$ cat src/rtl/isa_dispatch_pkg.sv
// isa_dispatch_pkg: shared types and field positions for the dispatcher.
package isa_dispatch_pkg;

    typedef enum logic [2:0] {
        ST_IDLE,
        ST_FETCH,
        ST_ISSUE,
        ST_WAIT,
        ST_DONE
    } state_t;

    // Program entry layout is {core_mask, wait, command}; the command sits at the bottom.
    localparam int CMD_LSB = 0;

    function automatic int wait_bit_of(input int cmd_w);
        return CMD_LSB + cmd_w;
    endfunction

    function automatic int mask_lsb_of(input int cmd_w);
        return CMD_LSB + cmd_w + 1;
    endfunction

    // Status word layout: {cycle_count[29:0], error, done_all}.
    localparam int STAT_DONE_BIT = 0;
    localparam int STAT_ERR_BIT  = 1;
    localparam int STAT_CNT_LSB  = 2;
    localparam int STAT_CNT_W    = 30;

endpackage

$ cat src/rtl/isa_prog_ram.sv
// isa_prog_ram: simple dual-port program store, one write port, one registered read port.
module isa_prog_ram #(
    parameter int WIDTH = 45,
    parameter int DEPTH = 16,
    parameter int AW    = $clog2(DEPTH)
) (
    input  logic             clk,
    input  logic             we,
    input  logic [AW-1:0]    waddr,
    input  logic [WIDTH-1:0] wdata,
    input  logic             re,
    input  logic [AW-1:0]    raddr,
    output logic [WIDTH-1:0] rdata
);

    logic [WIDTH-1:0] mem [DEPTH];

    // Write port: no reset so the array maps onto RAM primitives.
    always_ff @(posedge clk) begin
        if (we) begin
            mem[waddr] <= wdata;
        end
    end

    // Read port: registered output, one cycle of latency.
    always_ff @(posedge clk) begin
        if (re) begin
            rdata <= mem[raddr];
        end
    end

endmodule

$ cat src/rtl/isa_dispatch_ctrl.sv
// isa_dispatch_ctrl: host-loaded program buffer that issues commands to a set of cores
// and waits on their done pulses where an entry asks for it.
// Optional feature: define ISA_DISPATCH_TIMEOUT_EN to add a WAIT watchdog (TIMEOUT_CYC).
module isa_dispatch_ctrl
    import isa_dispatch_pkg::*;
#(
    parameter int  CMD_W       = 42,
    parameter int  NUM_CORES   = 2,
    parameter int  INS_DEPTH   = 16,
    parameter int  CNT_W       = 31,
    parameter int  TIMEOUT_CYC = 1 << 20,
    localparam int AW          = $clog2(INS_DEPTH),
    localparam int ENTRY_W     = NUM_CORES + 1 + CMD_W
) (
    input  logic                 clk,
    input  logic                 rst_n,
    input  logic                 soft_rst,
    input  logic                 start,
    input  logic                 prog_we,
    input  logic [AW-1:0]        prog_addr,
    input  logic [ENTRY_W-1:0]   prog_data,
    output logic [CMD_W-1:0]     command_out,
    output logic [NUM_CORES-1:0] command_we,
    input  logic [NUM_CORES-1:0] core_done,
    output logic                 busy,
    output logic                 done_all,
    output logic [CNT_W-1:0]     cycle_count,
    output logic [31:0]          status
);

    localparam int WAIT_BIT = wait_bit_of(CMD_W);
    localparam int MASK_LSB = mask_lsb_of(CMD_W);

    state_t                 state_reg, state_next;
    logic [AW-1:0]          pc_reg, pc_next;
    logic [CNT_W-1:0]       cnt_reg, cnt_next;
    logic                   err_reg, err_next;
    logic [NUM_CORES-1:0]   pending_reg, pending_next;
    logic [NUM_CORES-1:0]   seen_reg, seen_next;
    logic [CMD_W-1:0]       cmd_reg, cmd_next;
    logic [NUM_CORES-1:0]   we_reg, we_next;
    logic [31:0]            status_reg, status_next;

    logic [ENTRY_W-1:0]     rd_entry;
    logic [CMD_W-1:0]       rd_cmd;
    logic                   rd_wait;
    logic [NUM_CORES-1:0]   rd_mask;
    logic [NUM_CORES-1:0]   seen_upd;
    logic                   last_entry;
    logic                   ram_we;

`ifdef ISA_DISPATCH_TIMEOUT_EN
    localparam int WD_W = $clog2(TIMEOUT_CYC) + 1;
    logic [WD_W-1:0] wd_reg, wd_next;
`else
    logic [31:0] timeout_unused;
    assign timeout_unused = 32'(TIMEOUT_CYC);
`endif

    assign rd_cmd     = rd_entry[CMD_LSB +: CMD_W];
    assign rd_wait    = rd_entry[WAIT_BIT];
    assign rd_mask    = rd_entry[MASK_LSB +: NUM_CORES];
    assign seen_upd   = seen_reg | (core_done & pending_reg);
    assign last_entry = (pc_reg == AW'(INS_DEPTH - 1));
    assign busy       = (state_reg == ST_FETCH) || (state_reg == ST_ISSUE) || (state_reg == ST_WAIT);
    assign done_all   = (state_reg == ST_DONE);
    // Writes while running are dropped (and flagged as an error below).
    assign ram_we     = prog_we && !busy && !soft_rst;

    isa_prog_ram #(
        .WIDTH (ENTRY_W),
        .DEPTH (INS_DEPTH),
        .AW    (AW)
    ) u_ram (
        .clk   (clk),
        .we    (ram_we),
        .waddr (prog_addr),
        .wdata (prog_data),
        .re    (state_reg == ST_FETCH),
        .raddr (pc_reg),
        .rdata (rd_entry)
    );

    // Next-state and datapath updates; soft_rst overrides everything at the end.
    always_comb begin
        state_next   = state_reg;
        pc_next      = pc_reg;
        cnt_next     = cnt_reg;
        err_next     = err_reg;
        pending_next = pending_reg;
        seen_next    = seen_reg;
        cmd_next     = cmd_reg;
        we_next      = '0;
`ifdef ISA_DISPATCH_TIMEOUT_EN
        wd_next      = wd_reg;
`endif

        if (busy && (cnt_reg != {CNT_W{1'b1}})) begin
            cnt_next = cnt_reg + 1'b1;
        end
        if (prog_we && busy) begin
            err_next = 1'b1;
        end

        case (state_reg)
            ST_IDLE: begin
                cnt_next = '0;
                if (start) begin
                    err_next   = 1'b0;
                    pc_next    = '0;
                    state_next = ST_FETCH;
                end
                if (|core_done) begin
                    err_next = 1'b1;
                end
            end
            ST_FETCH: begin
                state_next = ST_ISSUE;
            end
            ST_ISSUE: begin
                if (rd_mask == '0) begin
                    state_next = ST_DONE;
                end else begin
                    cmd_next     = rd_cmd;
                    we_next      = rd_mask;
                    seen_next    = '0;
                    pending_next = rd_mask;
                    if (rd_wait) begin
                        state_next = ST_WAIT;
`ifdef ISA_DISPATCH_TIMEOUT_EN
                        wd_next    = WD_W'(TIMEOUT_CYC - 1);
`endif
                    end else if (last_entry) begin
                        state_next = ST_DONE;
                    end else begin
                        pc_next    = pc_reg + 1'b1;
                        state_next = ST_FETCH;
                    end
                end
            end
            ST_WAIT: begin
                seen_next = seen_upd;
                if (seen_upd == pending_reg) begin
                    if (last_entry) begin
                        state_next = ST_DONE;
                    end else begin
                        pc_next    = pc_reg + 1'b1;
                        state_next = ST_FETCH;
                    end
`ifdef ISA_DISPATCH_TIMEOUT_EN
                end else if (wd_reg == '0) begin
                    err_next   = 1'b1;
                    state_next = ST_DONE;
                end else begin
                    wd_next = wd_reg - 1'b1;
`endif
                end
            end
            ST_DONE: begin
                if (!start) begin
                    state_next = ST_IDLE;
                end
            end
            default: begin
                state_next = ST_IDLE;
            end
        endcase

        status_next                                 = '0;
        status_next[STAT_DONE_BIT]                  = done_all;
        status_next[STAT_ERR_BIT]                   = err_reg;
        status_next[STAT_CNT_LSB +: STAT_CNT_W]     = cnt_reg[STAT_CNT_W-1:0];

        if (soft_rst) begin
            state_next   = ST_IDLE;
            pc_next      = '0;
            cnt_next     = '0;
            err_next     = 1'b0;
            pending_next = '0;
            seen_next    = '0;
            cmd_next     = '0;
            we_next      = '0;
            status_next  = '0;
`ifdef ISA_DISPATCH_TIMEOUT_EN
            wd_next      = '0;
`endif
        end
    end

    // Control and output registers.
    always_ff @(posedge clk or negedge rst_n) begin
        if (!rst_n) begin
            state_reg   <= ST_IDLE;
            pc_reg      <= '0;
            cnt_reg     <= '0;
            err_reg     <= 1'b0;
            pending_reg <= '0;
            seen_reg    <= '0;
            cmd_reg     <= '0;
            we_reg      <= '0;
            status_reg  <= '0;
        end else begin
            state_reg   <= state_next;
            pc_reg      <= pc_next;
            cnt_reg     <= cnt_next;
            err_reg     <= err_next;
            pending_reg <= pending_next;
            seen_reg    <= seen_next;
            cmd_reg     <= cmd_next;
            we_reg      <= we_next;
            status_reg  <= status_next;
        end
    end

`ifdef ISA_DISPATCH_TIMEOUT_EN
    // Watchdog down-counter, reloaded when an entry enters WAIT.
    always_ff @(posedge clk or negedge rst_n) begin
        if (!rst_n) begin
            wd_reg <= '0;
        end else begin
            wd_reg <= wd_next;
        end
    end
`endif

    assign command_out = cmd_reg;
    assign command_we  = we_reg;
    assign cycle_count = cnt_reg;
    assign status      = status_reg;

endmodule

$ cat config.mk
export PLATFORM = sky130hd
export DESIGN_NAME = isa_dispatch_ctrl
export DESIGN_NICKNAME = d
export VERILOG_FILES = /design/src/rtl/isa_dispatch_pkg.sv /design/src/rtl/isa_prog_ram.sv /design/src/rtl/isa_dispatch_ctrl.sv
export SDC_FILE = /design/constraint.sdc
export NUM_CORES = 1
export LEC_CHECK = 0
export ABC_AREA = 1
export ABC_CLOCK_PERIOD_IN_PS = 8200
export CORE_MARGIN = 10
export CORE_UTILIZATION = 40
export DETAILED_ROUTE_END_ITERATION = 10
export SLEW_MARGIN = 10
export SYNTH_ARGS = -nofsm -noshare
export SYNTH_HDL_FRONTEND = slang
export SYNTH_SLANG_ARGS = --single-unit
$ cat constraint.sdc
create_clock -name clk -period 8.2 [get_ports clk]
set_input_delay 0.82 -clock clk [delete_from_list [all_inputs] [get_ports clk]]
set_output_delay 0.82 -clock clk [all_outputs]
set_load 0.005 [all_outputs]
==> metrics.cfg <==
[run_status]
status = complete, no violations

[logic_synthesis]
yosysWarnings = 0
synth_top_area_frac = 0.6530
synth_area_leaders = edfxtp_1 (65%), dfrtp_1 (8.5%), nor2_1 (5.1%)
yosysSeqAreaShare = 0.7376
avgSynthCellArea_sq_um = 12.45
yosys_register_bits = 884
syn_area_sq_um = 35180
synth_nets = 2884
syn_inst = 2826
yosysTopAreaCell = edfxtp_1
synth_cell_types = 34

[timing]
rsz0062_at_grt = false
fin_crit_sh = 0.4226
skew_ns = 0.03194
worst_pin_slew_ns = 1.220
max_freq_mhz = 288.6
report.final.hold_viol_count = 0
tns_ns = 0
hold_ws_ns = 0.1617
maxSlewViolCount = 0
period_minus_slack_ns = 3.466
finalSetupViolations = 0
relSlewSlack = 0.1856

[power]
p_leak_nw = 13.83
power.density_nw_per_um2 = 253.3
peakVddDrop_uv = 164.9

[critical_path]
rr_worst_depth = 6
crit_required_ns = 8.48
max_stage_delay_ns = 0.73
cp-end-kind = flip-flop
crit_top_cell = nor2_4
worstPathArrival_ns = 3.75
critPathSlowestCell = nor2_4
cp_max_fo = 26
worstSetupPathType = reg2reg
cp-start-kind = flip-flop
cp_cell_sequence = nor2_1 > nor2_4 > nor3_1 > nand3_1 > nor2_4 > buf_4

[floorplan]
fp.dieH_microns = 316.6
core_area_sq_um = 87020
die_area_sq_um = 100200
start_util = 0.4043
die_w_microns = 316.6
io_pins = 165
rows = 108

[clock_network]
cts_hold_buf = 0
cts_buffers = 91
cts_setup_buffers = 0
cts_tree = done
cts_sinks = 884
cts-root-to-sink-buffers = 3
h-tree-depth = 3
clk_latency_ns = 0.66
cts_root_buffer = clkbuf_16
cts-resized-gates = 0
clk_pin_slew_ns = 0.06

[finish]
finalNonFillerCells = 4181
largest_reg_flops = 720
area_growth_pct = 16.31
regMostFlops = u_ram.mem
n_antenna_cell = 0
nets = 3007
layout-drive-gt1-share = 0.07601

[placement]
place.gp.congestion = 0.8139
dp_cells = 4011
portBuffers = 164
dp.final_hpwl_microns = 47810

[route]
final_antenna_net_count = 0
drt_iter0_markers = 1833
routed_via_density = 5.333
firstDrtPassIters = 5
finalWirelength_microns = 87050
num_vias = 22299
detail_route.wl_per_cell_microns = 20.82
drcViolationCount = 0

[grt]
grt_pass1_vias = 22291
track_usage = 0.1700
grt_pass1_wl_microns = 132800
grt_antenna_before_repair = 2
grt_max_degree = 201
grt_remaining_overflow = 0

[min_path]
hp-class = in2async

[flow_run]
max_cap_violations = 0

cell type report:
| type | instances | area [sq um] |
|---|---|---|
| Timing Repair Buffer | 197 | 1911 |
| Fill cell | 7620 | 46110 |
| Multi-Input combinational cell | 1615 | 7941 |
| Clock inverter | 44 | 485.5 |
| Tap cell | 1155 | 1445 |
| Inverter | 160 | 615.6 |
| Clock buffer | 126 | 2560 |
| Sequential cell | 884 | 25960 |
report_power, final:
part / switching [mW] / leakage, nW / internal [mW] / total [mW]
Clock: 1.74 / 1.50 / 2.42 / 4.16
Combinational: 0.762 / 3.79 / 0.293 / 1.06
Sequential: 0.0769 / 8.55 / 5.07 / 5.15
Total: 2.58 / 13.8 / 7.78 / 10.4
routing by layer:
metal	up-vias	track usage	share of wire
li1	10387	-	-
met1	11107	0.2209	0.43
met2	667	0.2919	0.49
met3	136	0.02910	0.057
met4	2	0.04558	0.021
met5	-	0	0.000092
cells in the mapped netlist (all sizes together):
cell	number
nor4	2
nand4	102
nor2	486
edfxtp	765
o22ai	48
o21ai	383
nor3	9
xor2	8
buf	87
nand3	42
clkinv	1
inv	159
ha	2
nand2	330
a21oi	71
dfrtp	119
o211ai	132
clkbuf	80
layout by cell type, fill, tap and decap left out, drive strengths merged:
| cell type | instances |
|---|---|
| edfxtp | 765 |
| nor2 | 486 |
| o21ai | 383 |
| nand2 | 330 |
| inv | 165 |
| clkdlybuf4s50 | 162 |
| o211ai | 132 |
| clkbuf | 126 |
| dfrtp | 119 |
| nand4 | 102 |
| a21oi | 71 |
| o22ai | 48 |
| nand3 | 42 |
| buf | 35 |
| clkinv | 31 |
| nor3 | 9 |
| xor2 | 8 |
| bufinv | 7 |
| nor4 | 2 |
| ha | 2 |
| clkinvlp | 1 |
path summary, 6_finish.rpt:
| path | from | slack, ns | end |
|---|---|---|---|
| min | rst_n | 0.16 | status[4] |
| max | state_reg[1] | 4.73 | u_ram.mem[2][40] |
| min in group clk | u_ram.rdata[8] | 0.46 | command_out[8] |
| max reg2reg | state_reg[1] | 4.73 | u_ram.mem[2][40] |
| min reg2reg | u_ram.rdata[8] | 0.46 | command_out[8] |
| max in group asynchronous | rst_n | 6.74 | command_out[29] |
per-stage QoR:
stage                     cell area, sq um  utilization  worst slack, ns  power, mW
after CTS                            40920       0.4702            4.780      10.46
final                                40920       0.4702            4.734      10.36
after global placement               37870       0.4352            4.310      6.272
after floorplan                      35180            -            3.988      5.908
after detailed placement             37870       0.4352            4.245      6.311
after global routing                 40920       0.4702            4.594      10.77
worst max-delay path: cells and delay by family (launching register included):
kind          cells  cell delay, ns
buf+inv           1            0.52
flops             1            0.46
simple gates      5            2.10
kinds of logic after synthesis:
group           synth area share
fa+ha+maj              0.0007112
simple gates              0.1174
buf+inv                  0.04040
compound gates            0.1018
xor+xnor                0.001992
flops                     0.7376
Note: power is estimated with default switching activity, not from simulation.
